File: src/rtl/hardware_transmitter.sv
// Serial line transmitter: start bit, MSB-first payload, optional even parity, stop bits.
// Define HW_TX_PARITY_EN to insert a one-bit-period parity slot between payload and stop.
module hardware_transmitter #(
    parameter int DATA_WIDTH      = 8,
    parameter int SAMPLES_PER_BIT = 10,
    parameter int STOP_BITS       = 1
) (
    input  logic                  clk,
    input  logic                  rst,
    input  logic [DATA_WIDTH-1:0] din_data,
    input  logic                  din_valid,
    output logic                  din_ready,
    output logic                  dout,
    output logic                  busy
);

    localparam int CNT_W = $clog2(SAMPLES_PER_BIT);
    localparam int BIT_W = $clog2(DATA_WIDTH + STOP_BITS + 1);

    localparam logic [2:0] ST_IDLE   = 3'd0;
    localparam logic [2:0] ST_START  = 3'd1;
    localparam logic [2:0] ST_DATA   = 3'd2;
    localparam logic [2:0] ST_STOP   = 3'd3;
`ifdef HW_TX_PARITY_EN
    localparam logic [2:0] ST_PARITY = 3'd4;
`endif

    localparam logic [CNT_W-1:0] CNT_LAST  = CNT_W'(SAMPLES_PER_BIT - 1);
    localparam logic [BIT_W-1:0] DATA_LAST = BIT_W'(DATA_WIDTH - 1);
    localparam logic [BIT_W-1:0] STOP_LAST = BIT_W'(STOP_BITS - 1);

    logic [2:0]            state_q, state_d;
    logic [CNT_W-1:0]      cnt_q, cnt_d;
    logic [BIT_W-1:0]      bit_q, bit_d;
    logic [DATA_WIDTH-1:0] shift_q, shift_d;
    logic                  dout_q, dout_d;
    logic                  busy_q, busy_d;
    logic                  ready_q, ready_d;
`ifdef HW_TX_PARITY_EN
    logic                  parity_q, parity_d;
`endif

    always_comb begin
        state_d  = state_q;
        cnt_d    = cnt_q;
        bit_d    = bit_q;
        shift_d  = shift_q;
        dout_d   = dout_q;
        busy_d   = busy_q;
        ready_d  = ready_q;
`ifdef HW_TX_PARITY_EN
        parity_d = parity_q;
`endif
        if (state_q == ST_IDLE) begin
            // Outputs are registered on the accept edge so the start bit begins immediately.
            if (din_valid && ready_q) begin
                state_d  = ST_START;
                cnt_d    = '0;
                bit_d    = '0;
                shift_d  = din_data;
                dout_d   = 1'b1;
                busy_d   = 1'b1;
                ready_d  = 1'b0;
`ifdef HW_TX_PARITY_EN
                parity_d = ^din_data;
`endif
            end else begin
                dout_d  = 1'b0;
                busy_d  = 1'b0;
                ready_d = 1'b1;
            end
        end else if (cnt_q != CNT_LAST) begin
            cnt_d = cnt_q + CNT_W'(1);
        end else begin
            cnt_d = '0;
            case (state_q)
                ST_START: begin
                    state_d = ST_DATA;
                    bit_d   = '0;
                    dout_d  = shift_q[DATA_WIDTH-1];
                    shift_d = shift_q << 1;
                end
                ST_DATA: begin
                    if (bit_q == DATA_LAST) begin
                        bit_d   = '0;
`ifdef HW_TX_PARITY_EN
                        state_d = ST_PARITY;
                        dout_d  = parity_q;
`else
                        state_d = ST_STOP;
                        dout_d  = 1'b0;
`endif
                    end else begin
                        bit_d   = bit_q + BIT_W'(1);
                        dout_d  = shift_q[DATA_WIDTH-1];
                        shift_d = shift_q << 1;
                    end
                end
`ifdef HW_TX_PARITY_EN
                ST_PARITY: begin
                    state_d = ST_STOP;
                    bit_d   = '0;
                    dout_d  = 1'b0;
                end
`endif
                ST_STOP: begin
                    if (bit_q == STOP_LAST) begin
                        state_d = ST_IDLE;
                        bit_d   = '0;
                        dout_d  = 1'b0;
                        busy_d  = 1'b0;
                        ready_d = 1'b1;
                    end else begin
                        bit_d = bit_q + BIT_W'(1);
                    end
                end
                default: begin
                    state_d = ST_IDLE;
                    dout_d  = 1'b0;
                    busy_d  = 1'b0;
                    ready_d = 1'b0;
                end
            endcase
        end
    end

    always_ff @(posedge clk or negedge rst) begin
        if (!rst) begin
            state_q  <= ST_IDLE;
            cnt_q    <= '0;
            bit_q    <= '0;
            shift_q  <= '0;
            dout_q   <= 1'b0;
            busy_q   <= 1'b0;
            ready_q  <= 1'b0;
`ifdef HW_TX_PARITY_EN
            parity_q <= 1'b0;
`endif
        end else begin
            state_q  <= state_d;
            cnt_q    <= cnt_d;
            bit_q    <= bit_d;
            shift_q  <= shift_d;
            dout_q   <= dout_d;
            busy_q   <= busy_d;
            ready_q  <= ready_d;
`ifdef HW_TX_PARITY_EN
            parity_q <= parity_d;
`endif
        end
    end

    assign dout      = dout_q;
    assign busy      = busy_q;
    assign din_ready = ready_q;

endmodule
File: config.mk
export PLATFORM = sky130hd
export DESIGN_NAME = hardware_transmitter
export DESIGN_NICKNAME = d
export VERILOG_FILES = /design/src/rtl/hardware_transmitter.sv
export SDC_FILE = /design/constraint.sdc
export NUM_CORES = 1
export LEC_CHECK = 0
export ABC_AREA = 1
export BUFFER_PORTS_ARGS = -buffer_cell sky130_fd_sc_hd__buf_4
export CAP_MARGIN = 10
export CELL_PAD_IN_SITES_DETAIL_PLACEMENT = 0
export CELL_PAD_IN_SITES_GLOBAL_PLACEMENT = 1
export CORE_ASPECT_RATIO = 0.6
export CORE_UTILIZATION = 46
export DETAILED_ROUTE_END_ITERATION = 7
export HOLD_SLACK_MARGIN = 0.05
export PLACE_DENSITY = 0.92
export SYNTH_ARGS = -nofsm -noshare
export SYNTH_HDL_FRONTEND = slang
export SYNTH_SLANG_ARGS = --single-unit
File: constraint.sdc
create_clock -name clk -period 2.3 [get_ports clk]
set_input_delay 0.46 -clock clk [delete_from_list [all_inputs] [get_ports clk]]
set_output_delay 0.46 -clock clk [all_outputs]
set_load 0.02 [all_outputs]
==> key figures <==
Run status
  • Outcome: completed

Die
  • Die area: between 3000 and 4000 sq um
  • I/O pin cnt: 14
  • Die Ht: roughly 44 um
  • Core area: roughly 2700 sq um
  • Initial Utilization: 0.515
  • Rows: 14
  • DIE WIDTH: 72.5 um

Job
  • Max-Cap Viols: 0

Critical path
  • Arrival @ worst endpoint: approximately 1.9 ns
  • CP Launch Type: flip-flop
  • Critical Path RT: 2.45 ns
  • Crit Path Category: flip-flop to flip-flop
  • CP endpoint kind: flip-flop
  • CP Max Fanout: 18

Clock tree
  • H-tree depth: 1
  • Cts repair resizes: 0
  • Clock tree buffer depth: 2
  • CTS tree: built
  • Setup bufs post-CTS: 0
  • CTS hold repair buffers: 0
  • CTS sink cnt: 21
  • Total CTS buffers: 3
  • Clk slew on worst S/H paths: roughly 0.07 ns
  • Clk root buf: clkbuf_8
  • Worst-skew pair later-pin latency: 0.26 ns

Timing
  • Tmin final: approximately 1.7 ns
  • Setup TNS: 0 ns
  • FMAX: about 570 MHz
  • Hold Fails Final Rpt: 0
  • Number of setup violations in the final report: 0
  • Slew margin rel.: 0.746
  • Skew final: about 0.0056 ns
  • Unrepaired setup endpoints after global routing: no
  • Final worst path period share: 0.757
  • Slew Limit Fails: 0
  • Least-Margin Pin Slew: roughly 0.38 ns
  • Final WS setup: 0.559 ns

Power and ir drop
  • Gate power share: 0.589
  • Leak pwr: between 0.8 and 0.9 nW
  • Internal power: around 1.1 mW
  • PwrDens: approximately 1400 nW/um^2
  • Peak supply drop: roughly 600 uV
  • Net Sw Frac: 0.495
  • Sequential share of power: 0.297
  • Net Switching: about 1.0 mW
  • Clock power frac: 0.115

Logic synthesis
  • Mapped cell area: ~1400 sq um
  • Syn Inst Count: ~180
  • Post-Syn Nets: 197
  • Distinct cells, synth: 26
  • Synth Warn #: 0
  • Synthesized area per cell: slightly below 8 sq um
  • Sequential-to-total area share from yosys stat: 0.384
  • Synthesized flop and latch total: 21

Global routing
  • Largest net degree at the start of global routing: 22
  • Vias in the first global route: 1037
  • GR Util All Layers: 0.205
  • Antenna violations before repair: 0
  • First-pass GRT wire length: 4.91 mm
  • GR Overflow Total: 0

Final layout
  • Area Growth Syn to Fin: 12.4%
  • Register area: between 500 and 600 sq um
  • Fillcell total: about 250
  • Layout Utilization: 0.578
  • Antenna diodes: 0
  • Fraction of layout cells with a size suffix above 1: 0.176
  • Multi-input logic area: between 700 and 800 sq um
  • Nets@finish: between 200 and 250
  • Cell Count, Final, Fillers Out: 233

Drt
  • Drt pass-1 iters: 4
  • Routed Wire Length: approximately 2.7 mm
  • Detailed Route Iter0 Violations: 61
  • ANT nets after route: 0
  • Via count: roughly 1100
  • Post-DR vias/cell: 4.82
  • DRC: 0
  • Average wire per standard cell: between 10 and 15 um

Place
  • Place WS: between 0.5 and 0.6 ns
  • Placed instance count: approximately 230
  • Dpl hpwl: approximately 2.1 mm
  • GPL Wtd Cong: 0.787
  • I/O Buffers: 13

Worst hold path
  • Hold Path Class: input port to asynchronous set/reset pin
-- cells in the final DEF, fill, tap and decap left out --
cell type | Yosys | routed
a21oi_4 | 2 | 2
and3_1 | 1 | 1
buf_4 | 1 | 14
clkbuf_1 | 0 | 1
clkbuf_8 | 0 | 3
dfrtp_1 | 21 | 21
ha_1 | 8 | 8
inv_1 | 16 | 16
inv_2 | 3 | 3
inv_4 | 1 | 1
nand2_1 | 72 | 72
nand2_2 | 3 | 3
nand2_4 | 3 | 3
nand3_1 | 17 | 17
nand3_2 | 2 | 2
nand3_4 | 1 | 1
nand3b_1 | 1 | 1
nand4_1 | 3 | 3
nor2_1 | 9 | 9
nor2_4 | 1 | 1
nor2_8 | 1 | 1
o21ai_0 | 3 | 3
o21ai_1 | 2 | 2
o22ai_1 | 2 | 2
or2_1 | 1 | 1
xnor2_1 | 1 | 1
xor2_1 | 1 | 1
-- power by group through the flow --
stage,Clock [mW],Sequential [mW],Combinational [mW]
floorplan,0,0.617,1.01
global placement,0,0.615,1.20
detailed placement,0,0.624,1.23
CTS,0.248,0.618,1.24
global route,0.264,0.640,1.39
finish,0.240,0.619,1.23
-- stage by stage --
step           area [sq um]  total power [mW]  hold slack, ns
2_1_floorplan          1370              1.63           0.164
3_3_place_gp           1500              1.82           0.356
3_5_place_dp           1500              1.85           0.358
4_1_cts                1540              2.10          0.0770
5_1_grt                1540              2.29          0.0836
6_report               1540              2.09          0.0743
-- worst max-delay path, stage by stage (launching register included) --
cell and delay [ns]:
dfrtp_1 0.40, inv_1 0.09, ha_1 0.24, inv_4 0.21, a21oi_4 0.07, a21oi_4 0.31
nand3_1 0.17, nand2_1 0.09, nand2_1 0.05
-- layout make-up --
cell class	instances	area share
Tap cell	40	0.0325
Clock buffer	4	0.0292
Timing Repair Buffer	14	0.0682
Multi-Input combinational cell	134	0.478
Inverter	20	0.0504
Sequential cell	21	0.341
-- registers in the layout, indices dropped and copies added (netlist names) --
name	flops
dout	1
state_q	2
bit_q	4
din_ready	1
shift_q	8
cnt_q	4
busy	1
-- cell families (layout without fill, tap and decap cells) --
| logic type | after synthesis | count (layout) | share of synthesized area |
|---|---|---|---|
| and+or+nand+nor | 115 | 115 | 0.401 |
| adders and majority gates | 8 | 8 | 0.0731 |
| AOI/OAI and AO/OA | 9 | 9 | 0.0511 |
| DFF | 21 | 21 | 0.384 |
| buffers and inverters | 23 | 38 | 0.0785 |
| xor gates and xnor gates | 2 | 2 | 0.0128 |
-- synth_stat cells (all sizes together) --
cell type / instances / area [sq um]
ha: 8 / 100
inv: 20 / 77.6
buf: 3 / 30.0
nand2: 78 / 323
xor2: 1 / 8.76
and3: 1 / 6.26
nor2: 11 / 65.1
xnor2: 1 / 8.76
nand4: 3 / 18.8
nand3: 20 / 123
or2: 1 / 6.26
a21oi: 2 / 32.5
o22ai: 2 / 12.5
o21ai: 5 / 25.0
dfrtp: 21 / 526
nand3b: 1 / 7.51
-- routing by layer --
metal / track usage / vias to the layer above / share of wire
met4: 0.0627 / 0 / 0.011
met2: 0.297 / 34 / 0.42
li1: - / 590 / -
met3: 0.0547 / 4 / 0.057
met5: 0 / - / 0
met1: 0.298 / 496 / 0.51
-- final timing paths --
kind                       cells past startpoint  startpoint  slack [ns]    endpoint
setup / recovery                               8  state_q[0]        0.56  state_q[0]
hold / removal                                 1         rst        0.07    bit_q[1]
setup reg to reg                               8  state_q[0]        0.56  state_q[0]
hold reg to reg                                2  shift_q[7]        0.47  shift_q[7]
max in group asynchronous                      1         rst        2.01  shift_q[1]
min in group clk                               2  shift_q[7]        0.47  shift_q[7]
Power figures use the tool's default switching activity.
